## config.mk

```make
export PLATFORM = sky130hd
export DESIGN_NAME = if_id_queue_flat
export DESIGN_NICKNAME = d
export VERILOG_FILES = /design/src/rtl/if_id_pkg.sv /design/src/rtl/if_id_queue_if.sv /design/src/rtl/if_id_queue_fifo_ctrl.sv /design/src/rtl/if_id_queue.sv /design/src/flat_wrapper.sv
export SDC_FILE = /design/constraint.sdc
export NUM_CORES = 1
export LEC_CHECK = 0
export CAP_MARGIN = 30
export CORE_MARGIN = 4
export CORE_UTILIZATION = 55
export DETAILED_ROUTE_END_ITERATION = 7
export PLACE_DENSITY = 0.76
export RECOVER_POWER = 25
export SYNTH_ARGS = -nofsm -noshare
export SYNTH_HDL_FRONTEND = slang
export SYNTH_HIERARCHICAL = 1
export SYNTH_SLANG_ARGS = --single-unit
export TNS_END_PERCENT = 50
```

## constraint.sdc

```tcl
create_clock -name clk -period 13.3 [get_ports clk]
set_input_delay 2.66 -clock clk [delete_from_list [all_inputs] [get_ports clk]]
set_output_delay 2.66 -clock clk [all_outputs]
set_load 0.01 [all_outputs]
```

## src/rtl/if_id_pkg.sv

```systemverilog
// Shared types and constants for the fetch-to-decode instruction queue.
package if_id_pkg;

    localparam int PC_W_DEF    = 32;
    localparam int INSTR_W_DEF = 32;

    localparam logic [INSTR_W_DEF-1:0] NOP_INSTR = '0;

    typedef struct packed {
        logic [PC_W_DEF-1:0]    pc;
        logic [PC_W_DEF-1:0]    pc_plus4;
        logic [INSTR_W_DEF-1:0] instr;
        logic                   dslot;
    } if_id_entry_t;

endpackage

```

## src/rtl/if_id_queue_if.sv

```systemverilog
// Fetch/decode side signals of the instruction queue; master is the pipeline, slave the queue.
interface if_id_queue_if #(
    parameter int DEPTH   = 4,
    parameter int PC_W    = 32,
    parameter int INSTR_W = 32
);
    import if_id_pkg::*;

    logic                       flushD;
    logic                       pushF;
    logic                       readyF;
    logic [PC_W-1:0]            pcF;
    logic [PC_W-1:0]            pc_plus4F;
    logic [INSTR_W-1:0]         instrF;
    logic                       is_in_delayslot_iF;
    logic                       stallD;
    logic                       validD;
    logic [PC_W-1:0]            pcD;
    logic [PC_W-1:0]            pc_plus4D;
    logic [INSTR_W-1:0]         instrD;
    logic                       is_in_delayslot_iD;
    logic [$clog2(DEPTH):0]     countD;

    modport master (
        output flushD, pushF, pcF, pc_plus4F, instrF, is_in_delayslot_iF, stallD,
        input  readyF, validD, pcD, pc_plus4D, instrD, is_in_delayslot_iD, countD
    );

    modport slave (
        input  flushD, pushF, pcF, pc_plus4F, instrF, is_in_delayslot_iF, stallD,
        output readyF, validD, pcD, pc_plus4D, instrD, is_in_delayslot_iD, countD
    );

endinterface

```

## src/rtl/if_id_queue_fifo_ctrl.sv

```systemverilog
// Pointer/occupancy control for the IF/ID queue: accepts pushes, retires pops, flushes.
module fifo_ctrl import if_id_pkg::*; #(
    parameter int DEPTH = 4,
    localparam int PW   = $clog2(DEPTH),
    localparam int CW   = $clog2(DEPTH) + 1
) (
    input  logic          clk,
    input  logic          rst,
    input  logic          flush_i,
    input  logic          push_req_i,
    input  logic          stall_i,
    output logic          push_o,
    output logic          ready_o,
    output logic          valid_o,
    output logic [PW-1:0] wr_ptr_o,
    output logic [PW-1:0] rd_ptr_o,
    output logic [CW-1:0] count_o
);

    logic [PW-1:0] wr_ptr_q, wr_ptr_d;
    logic [PW-1:0] rd_ptr_q, rd_ptr_d;
    logic [CW-1:0] count_q, count_d;
    logic          pop;

    // ready/valid come from registered count only, so no F->D combinational path exists
    assign ready_o = (count_q != CW'(DEPTH));
    assign valid_o = (count_q != '0);
    assign push_o  = push_req_i & ready_o;
    assign pop     = valid_o & ~stall_i;

    always_comb begin
        wr_ptr_d = wr_ptr_q;
        rd_ptr_d = rd_ptr_q;
        count_d  = count_q;
        if (push_o) wr_ptr_d = wr_ptr_q + PW'(1);
        if (pop)    rd_ptr_d = rd_ptr_q + PW'(1);
        if (push_o && !pop)      count_d = count_q + CW'(1);
        else if (pop && !push_o) count_d = count_q - CW'(1);
    end

    always_ff @(posedge clk) begin
        if (rst || flush_i) begin
            wr_ptr_q <= '0;
            rd_ptr_q <= '0;
            count_q  <= '0;
        end else begin
            wr_ptr_q <= wr_ptr_d;
            rd_ptr_q <= rd_ptr_d;
            count_q  <= count_d;
        end
    end

    assign wr_ptr_o = wr_ptr_q;
    assign rd_ptr_o = rd_ptr_q;
    assign count_o  = count_q;

endmodule

```

## src/rtl/if_id_queue.sv

```systemverilog
// Fetch-to-decode instruction queue replacing the IF/ID register; empty head reads as a NOP bubble.
module if_id_queue import if_id_pkg::*; #(
    parameter int DEPTH   = 4,
    parameter int PC_W    = 32,
    parameter int INSTR_W = 32
) (
    input  logic         clk,
    input  logic         rst,
    if_id_queue_if.slave bus
);

    localparam int PW = $clog2(DEPTH);
    localparam int CW = $clog2(DEPTH) + 1;

    logic [PC_W-1:0]    pc_q       [DEPTH];
    logic [PC_W-1:0]    pc_plus4_q [DEPTH];
    logic [INSTR_W-1:0] instr_q    [DEPTH];
    logic               dslot_q    [DEPTH];

    logic          push;
    logic          valid;
    logic [PW-1:0] wr_ptr;
    logic [PW-1:0] rd_ptr;
    logic [CW-1:0] count;

    fifo_ctrl #(.DEPTH(DEPTH)) u_ctrl (
        .clk        (clk),
        .rst        (rst),
        .flush_i    (bus.flushD),
        .push_req_i (bus.pushF),
        .stall_i    (bus.stallD),
        .push_o     (push),
        .ready_o    (bus.readyF),
        .valid_o    (valid),
        .wr_ptr_o   (wr_ptr),
        .rd_ptr_o   (rd_ptr),
        .count_o    (count)
    );

    // Storage is never reset: a write during flush/reset is harmless because count returns to 0
    always_ff @(posedge clk) begin
        if (push) begin
            pc_q[wr_ptr]       <= bus.pcF;
            pc_plus4_q[wr_ptr] <= bus.pc_plus4F;
            instr_q[wr_ptr]    <= bus.instrF;
            dslot_q[wr_ptr]    <= bus.is_in_delayslot_iF;
        end
    end

    assign bus.validD             = valid;
    assign bus.countD             = count;
    assign bus.pcD                = valid ? pc_q[rd_ptr]       : '0;
    assign bus.pc_plus4D          = valid ? pc_plus4_q[rd_ptr] : '0;
    assign bus.instrD             = valid ? instr_q[rd_ptr]    : INSTR_W'(NOP_INSTR);
    assign bus.is_in_delayslot_iD = valid & dslot_q[rd_ptr];

endmodule

```

## src/flat_wrapper.sv

```systemverilog
// flat-port wrapper written by rule: the top's interface ports become plain ports
module if_id_queue_flat import if_id_pkg::*;
#(
    parameter int DEPTH   = 4,
    parameter int PC_W    = 32,
    parameter int INSTR_W = 32
)
  (clk, rst, bus_flushD, bus_pushF, bus_pcF, bus_pc_plus4F, bus_instrF, bus_is_in_delayslot_iF, bus_stallD, bus_readyF, bus_validD, bus_pcD, bus_pc_plus4D, bus_instrD, bus_is_in_delayslot_iD, bus_countD);
  if_id_queue_if #(.DEPTH(DEPTH), .PC_W(PC_W), .INSTR_W(INSTR_W)) bus_i ();
  input  logic clk;
  input  logic rst;
  input wire logic [$bits(bus_i.flushD)-1:0] bus_flushD;
  input wire logic [$bits(bus_i.pushF)-1:0] bus_pushF;
  input wire logic [$bits(bus_i.pcF)-1:0] bus_pcF;
  input wire logic [$bits(bus_i.pc_plus4F)-1:0] bus_pc_plus4F;
  input wire logic [$bits(bus_i.instrF)-1:0] bus_instrF;
  input wire logic [$bits(bus_i.is_in_delayslot_iF)-1:0] bus_is_in_delayslot_iF;
  input wire logic [$bits(bus_i.stallD)-1:0] bus_stallD;
  output wire logic [$bits(bus_i.readyF)-1:0] bus_readyF;
  output wire logic [$bits(bus_i.validD)-1:0] bus_validD;
  output wire logic [$bits(bus_i.pcD)-1:0] bus_pcD;
  output wire logic [$bits(bus_i.pc_plus4D)-1:0] bus_pc_plus4D;
  output wire logic [$bits(bus_i.instrD)-1:0] bus_instrD;
  output wire logic [$bits(bus_i.is_in_delayslot_iD)-1:0] bus_is_in_delayslot_iD;
  output wire logic [$bits(bus_i.countD)-1:0] bus_countD;
  assign bus_i.flushD = bus_flushD;
  assign bus_i.pushF = bus_pushF;
  assign bus_i.pcF = bus_pcF;
  assign bus_i.pc_plus4F = bus_pc_plus4F;
  assign bus_i.instrF = bus_instrF;
  assign bus_i.is_in_delayslot_iF = bus_is_in_delayslot_iF;
  assign bus_i.stallD = bus_stallD;
  assign bus_readyF = bus_i.readyF;
  assign bus_validD = bus_i.validD;
  assign bus_pcD = bus_i.pcD;
  assign bus_pc_plus4D = bus_i.pc_plus4D;
  assign bus_instrD = bus_i.instrD;
  assign bus_is_in_delayslot_iD = bus_i.is_in_delayslot_iD;
  assign bus_countD = bus_i.countD;
  if_id_queue #(.DEPTH(DEPTH), .PC_W(PC_W), .INSTR_W(INSTR_W)) u_core (.clk(clk), .rst(rst), .bus(bus_i));
endmodule
```

# ---- Word level (Yosys, flattened, before mapping)
# Memory sizes are Yosys's and may differ from the RTL's. A register that Yosys moved wholly into a read port is not among the register bits.
# Cells that the tools add are included.
dict set report word_totals {
  register_bits 7
  ramBits 388
  input_bits 102
  output_inout_bits 102
  elab_cells 38
  mem_count 4
}
# memory words width rd rd_ports_with_merged_regs write_ports line_no
set mem_list {}
lappend mem_list {u_core.instr_q 4 32 1 1 1 if_id_queue.sv:17} ;# logic [INSTR_W-1:0] instr_q [DEPTH];
lappend mem_list {u_core.pc_plus4_q 4 32 1 1 1 if_id_queue.sv:16} ;# logic [PC_W-1:0] pc_plus4_q [DEPTH];
lappend mem_list {u_core.pc_q 4 32 1 1 1 if_id_queue.sv:15} ;# logic [PC_W-1:0] pc_q [DEPTH];
lappend mem_list {u_core.dslot_q 4 1 1 1 1 if_id_queue.sv:18} ;# logic dslot_q [DEPTH];
dict set report op_classes {
  n_addsub 4
  n_eq_ne 1
  n_mux 15
  n_bitwise 4
  reduce_logical 7
}
# cell count
set ops {}
lappend ops {{two-way mux 32 bit} 3}
lappend ops {{two-way mux 2 bit} 8}
lappend ops {{two-way mux 3 bit} 2}
lappend ops {{adder 2 x 1 -> 2 bit, second input constant} 2}
lappend ops {{adder 3 x 1 -> 3 bit, second input constant} 1}
lappend ops {{AND 1 bit} 3}
lappend ops {{inequality test 3 bit, second input constant} 1}
lappend ops {{nonzero test 3 bit} 1}
lappend ops {{subtractor 3 x 1 -> 3 bit, second input constant} 1}
lappend ops {{logical AND 1 bit} 2}
lappend ops {{zero test 1 bit} 2}
lappend ops {{two-way mux 1 bit} 2}
lappend ops {{nonzero test 2 bit} 1}
lappend ops {{logical OR 1 bit} 1}
lappend ops {{NOT 1 bit} 1}

# ---- Logic depth before layout (Yosys ltp)
dict set report logic_depth {
  ltp_word 6
  ltp_mapped 8
}

# ---- Hierarchy
# Netlist, hierarchy kept.
# module n_inst cells_per_inst area_each_um2 seq_area_each_um2
set modules_own_cells {}
lappend modules_own_cells {if_id_queue 1 729 14679.1 11651.2}
lappend modules_own_cells {fifo_ctrl 1 42 365.4 140.1}

# ---- Worst setup path after synthesis
# No wires, ideal clock.
dict set report synth_timing {
  kind {input to register}
  start {in bus_pushF}
  end {mem u_core.dslot_q[0], enable pin}
  setup_ns 0.691
  t_arrival_ns 9.982
  required_time_ns 12.609
  path_slack_ns 2.626
  path_stages 3
  n_path_buf 0
  path_cell_list {inv_1 > nor2_1 > nor3b_1}
}
dict set report synth_between {
  elab_chain_cells 3
}
# item line_no
set synth_lines {}
lappend synth_lines {{start: declaration} flat_wrapper.sv:13} ;# input wire logic [$bits(bus_i.pushF)-1:0] bus_pushF;
lappend synth_lines {{AND 1 bit} if_id_queue_fifo_ctrl.sv:28} ;# assign push_o = push_req_i & ready_o;
lappend synth_lines {{net u_core.push} if_id_queue.sv:20} ;# logic push;
lappend synth_lines {{two-way mux 1 bit} if_id_queue.sv:42} ;# if (push) begin
lappend synth_lines {{two-way mux 1 bit (not written as such)} if_id_queue.sv:46} ;# dslot_q[wr_ptr] <= bus.is_in_delayslot_iF;
lappend synth_lines {{end: declaration} if_id_queue.sv:18}
# The timed path passes the listed nets, and every way through them passes these cells.

==> summary.md <==
| Metric | Value |
|---|---|
| Status | completed |
| Post-synth EDFFs | 388 |
| Critical path class | reg2out |
| Vias | 7629 |
| Core area | 27000 sq um |
| Clock share of power | 37.1% |
| Remaining Overflow, GRT | 0 |
| Share of layout cells above drive strength 1 | 6.77% |
| Gate Count Post-Synth | 771 |
| CP required | 10640 ps |
| Area share of and/or/nand/nor cells after synthesis | 0.873% |
| Area added between synthesis and finish | 22.1% |
| Tcrit/Tclk final | 46.1% |
| Drt first pass iters | 5 |
| Multiplexer share of the synthesized area | 13.0% |
| Detailed Route Iter0 Violations | 536 |
| GP Congestion | 0.726 |
| MaxCap Viol Count | 0 |
| Vias per cell | 5.66 |
| Int Pwr | 2.16 mW |
| Synthesized net count | 875 |
| Buffers on Ports | 203 |
| Yosys cell types | 28 |
| Final hold violations | 0 |
| Starting Density | 55.8% |
| Max-slew violations | 0 |
| Worst hold path type | reg2reg |
| Comb pwr share | 10.8% |
| HPWL after DPL | 15.6 mm |
| Total track usage | 18.0% |
| Fill cell count | 1756 |
| Die span in x | 173 um |
| Reg power frac | 52.1% |
| DIE HEIGHT | 173 um |
| Worst-margin pin slew | 1220 ps |
| CP arrival | 3480 ps |
| Crit-path max FO | 144 |
| I/O pin count | 204 |
| Synth Area in Compound Gates | 4.40% |
| Placed Cells | 1280 |
| First-pass GRT wire length | 42.8 mm |
| Post_cts resized | 0 |
| Die area | 30100 sq um |
| Clock sink count | 395 |
| Synth Area in Adders | 0.216% |
| Leakage | 5.59 nW |
| Final setup viols | 0 |
| CTS H-Tree Depth | 2 |
| Top_reg_cell synth | edfxtp_1 |
| Clk_lat worst skew | 510 ps |
| Xor and xnor area share after synthesis | 0.116% |
| CP Capture Type | output pin |
| Unrepaired setup endpoints after global routing | no |
| Post-synth ARST share | 0% |
| Clk root buf | clkbuf_16 |
| DR WL/cell | 20.7 um |
| Ys Warns | 6 |
| Final Instance Count excl. Fillers | 1349 |
| Number of global-route vias before repair | 7751 |
| #FFs+latches synth | 395 |
| Initial antenna violation count | 8 |
| Clock transition at path regs | 60 ps |
| Post-route antenna net violation count | 0 |
| Total CTS buffers | 39 |
| Synth Area per Inst | 19.5 sq um |
| Sequential share of the synthesized area | 78.4% |
| Routed WL | 27.9 mm |
| Nets | 1084 |
| Hold-fix buffers, CTS | 0 |
| CTS Buffer Depth | 3 |
| Kind of start point of the critical path | register |
| Worst Skew | 6.40 ps |
| Period minus WS final | 6140 ps |
| Post-CTS setup buffer count | 0 |
| Setup TNS | 0 ps |
| Drt drc | 0 |
| # rows | 60 |
| Peak VDD IR | 0.126 mV |
| Slew margin rel. | 18.7% |
| Largest net degree at the start of global routing | 145 |
| Post-synthesis cell area | 15000 sq um |
| CTS tree | done |
| PwrDens | 149 nW/um^2 |
| NetSw | 0.574 mW |
| Sw Ratio | 21.0% |
| Largest family of logic cells by synthesized area | multiplexers |
| Max frequency | 163 MHz |
[layout by cell type, fill, tap and decap left out, drive strengths merged, types with 3 or more instances in the layout]
cell type / count
edfxtp: 388
mux2i: 195
clkdlybuf4s50: 146
o22ai: 97
dlygate4sd3: 57
clkbuf: 53
clkinv: 11
buf: 9
dfxtp: 7
or3: 5
nor2: 5
inv: 4
o21ai: 4
a21oi: 4
diode: 3
nand2: 3
[critical path, stage by stage (launching register included)]
cell and delay [ps]:
dfxtp_4 930, buf_12 650, mux2i_1 200, o22ai_1 250, clkdlybuf4s50_1 590
[cell families after synthesis]
kind of cell / after synthesis
flops: 395
mux: 195
compound gates: 107
buf+inv: 48
simple gates: 22
xor+xnor: 2
fa+ha+maj: 2
[layout make-up]
type / count / area (sq um) / area share (%)
Multi-Input combinational cell: 328 / 2830 / 15.4
Clock buffer: 53 / 1070 / 5.83
Sequential cell: 395 / 11800 / 64.2
Tap cell: 341 / 427 / 2.32
Timing Repair Buffer: 212 / 2110 / 11.5
Clock inverter: 13 / 108 / 0.586
Inverter: 4 / 15.0 / 0.0817
Antenna cell: 3 / 7.51 / 0.0409
[layer usage]
metal | vias up | global-route usage [%] | routed length, um | part of all wire (%)
met3 | 55 | 4.97 | 2060 | 7.4
met2 | 240 | 29.6 | 13600 | 49
met4 | 10 | 5.09 | 595 | 2.1
li1 | 3545 | - | - | -
met5 | - | 0 | 44 | 0.16
met1 | 3779 | 23.9 | 11600 | 41
[power by group through the flow]
| stage | sequential [mW] | combinational, mW | clock, mW |
|---|---|---|---|
| finish | 1.42 | 0.296 | 1.01 |
| global route | 1.42 | 0.317 | 1.09 |
| CTS | 1.42 | 0.305 | 1.04 |
| detailed placement | 1.45 | 0.302 | 0 |
| global placement | 1.45 | 0.300 | 0 |
| floorplan | 1.45 | 0.127 | 0 |
[metrics by stage]
stage | cell area [sq um] | hold WS, ps | setup slack, ps | util, % | power [mW]
after CTS | 18400 | 560 | 7180 | 68.1 | 2.76
after global placement | 17200 | 505 | 7780 | 63.7 | 1.75
after detailed placement | 17200 | 552 | 7770 | 63.7 | 1.75
after floorplan | 15000 | 471 | 2630 | - | 1.58
after global routing | 18400 | 599 | 7080 | 68.1 | 2.83
final | 18400 | 560 | 7160 | 68.1 | 2.73
[path summary, 6_finish.rpt]
kind | start | endpoint | slack (ps) | cells after the start
worst max-delay path | u_core/u_ctrl/rd_ptr_o[1]$_SDFFE_PP0P_ | bus_pc_plus4D[31] | 7160 | 4
worst min-delay path | u_core/u_ctrl/count_o[2]$_SDFFE_PP0P_ | u_core/u_ctrl/count_o[2]$_SDFFE_PP0P_ | 560 | 2
worst max register to register | u_core/u_ctrl/count_o[0]$_SDFFE_PP0P_ | u_core/pc_q[0][16]$_DFFE_PP_ | 10450 | 5
worst min register to register | u_core/u_ctrl/count_o[2]$_SDFFE_PP0P_ | u_core/u_ctrl/count_o[2]$_SDFFE_PP0P_ | 560 | 2
[cells in the mapped netlist (all sizes together), types with 2 or more instances]
library cell | count | share of area [%]
inv | 4 | 0.10
edfxtp | 388 | 77
or2 | 2 | 0.083
buf | 28 | 2.5
a21oi | 4 | 0.13
o21ai | 4 | 0.13
nor3b | 2 | 0.13
xor2 | 2 | 0.12
nand2 | 3 | 0.075
dfxtp | 7 | 0.93
nand2b | 2 | 0.083
o22ai | 97 | 4.0
nor2 | 5 | 0.12
clkbuf | 16 | 0.47
mux2i | 195 | 13
or3 | 5 | 0.21
[sequential cells by signal, indices dropped and copies added, names as in the netlist]
signal,count
u_core/u_ctrl/count_o,3
u_core/pc_q,128
u_core/u_ctrl/rd_ptr_o,2
u_core/u_ctrl/wr_ptr_o,2
u_core/instr_q,128
u_core/dslot_q,4
u_core/pc_plus4_q,128
No activity file was read; power rests on OpenSTA's default activity.
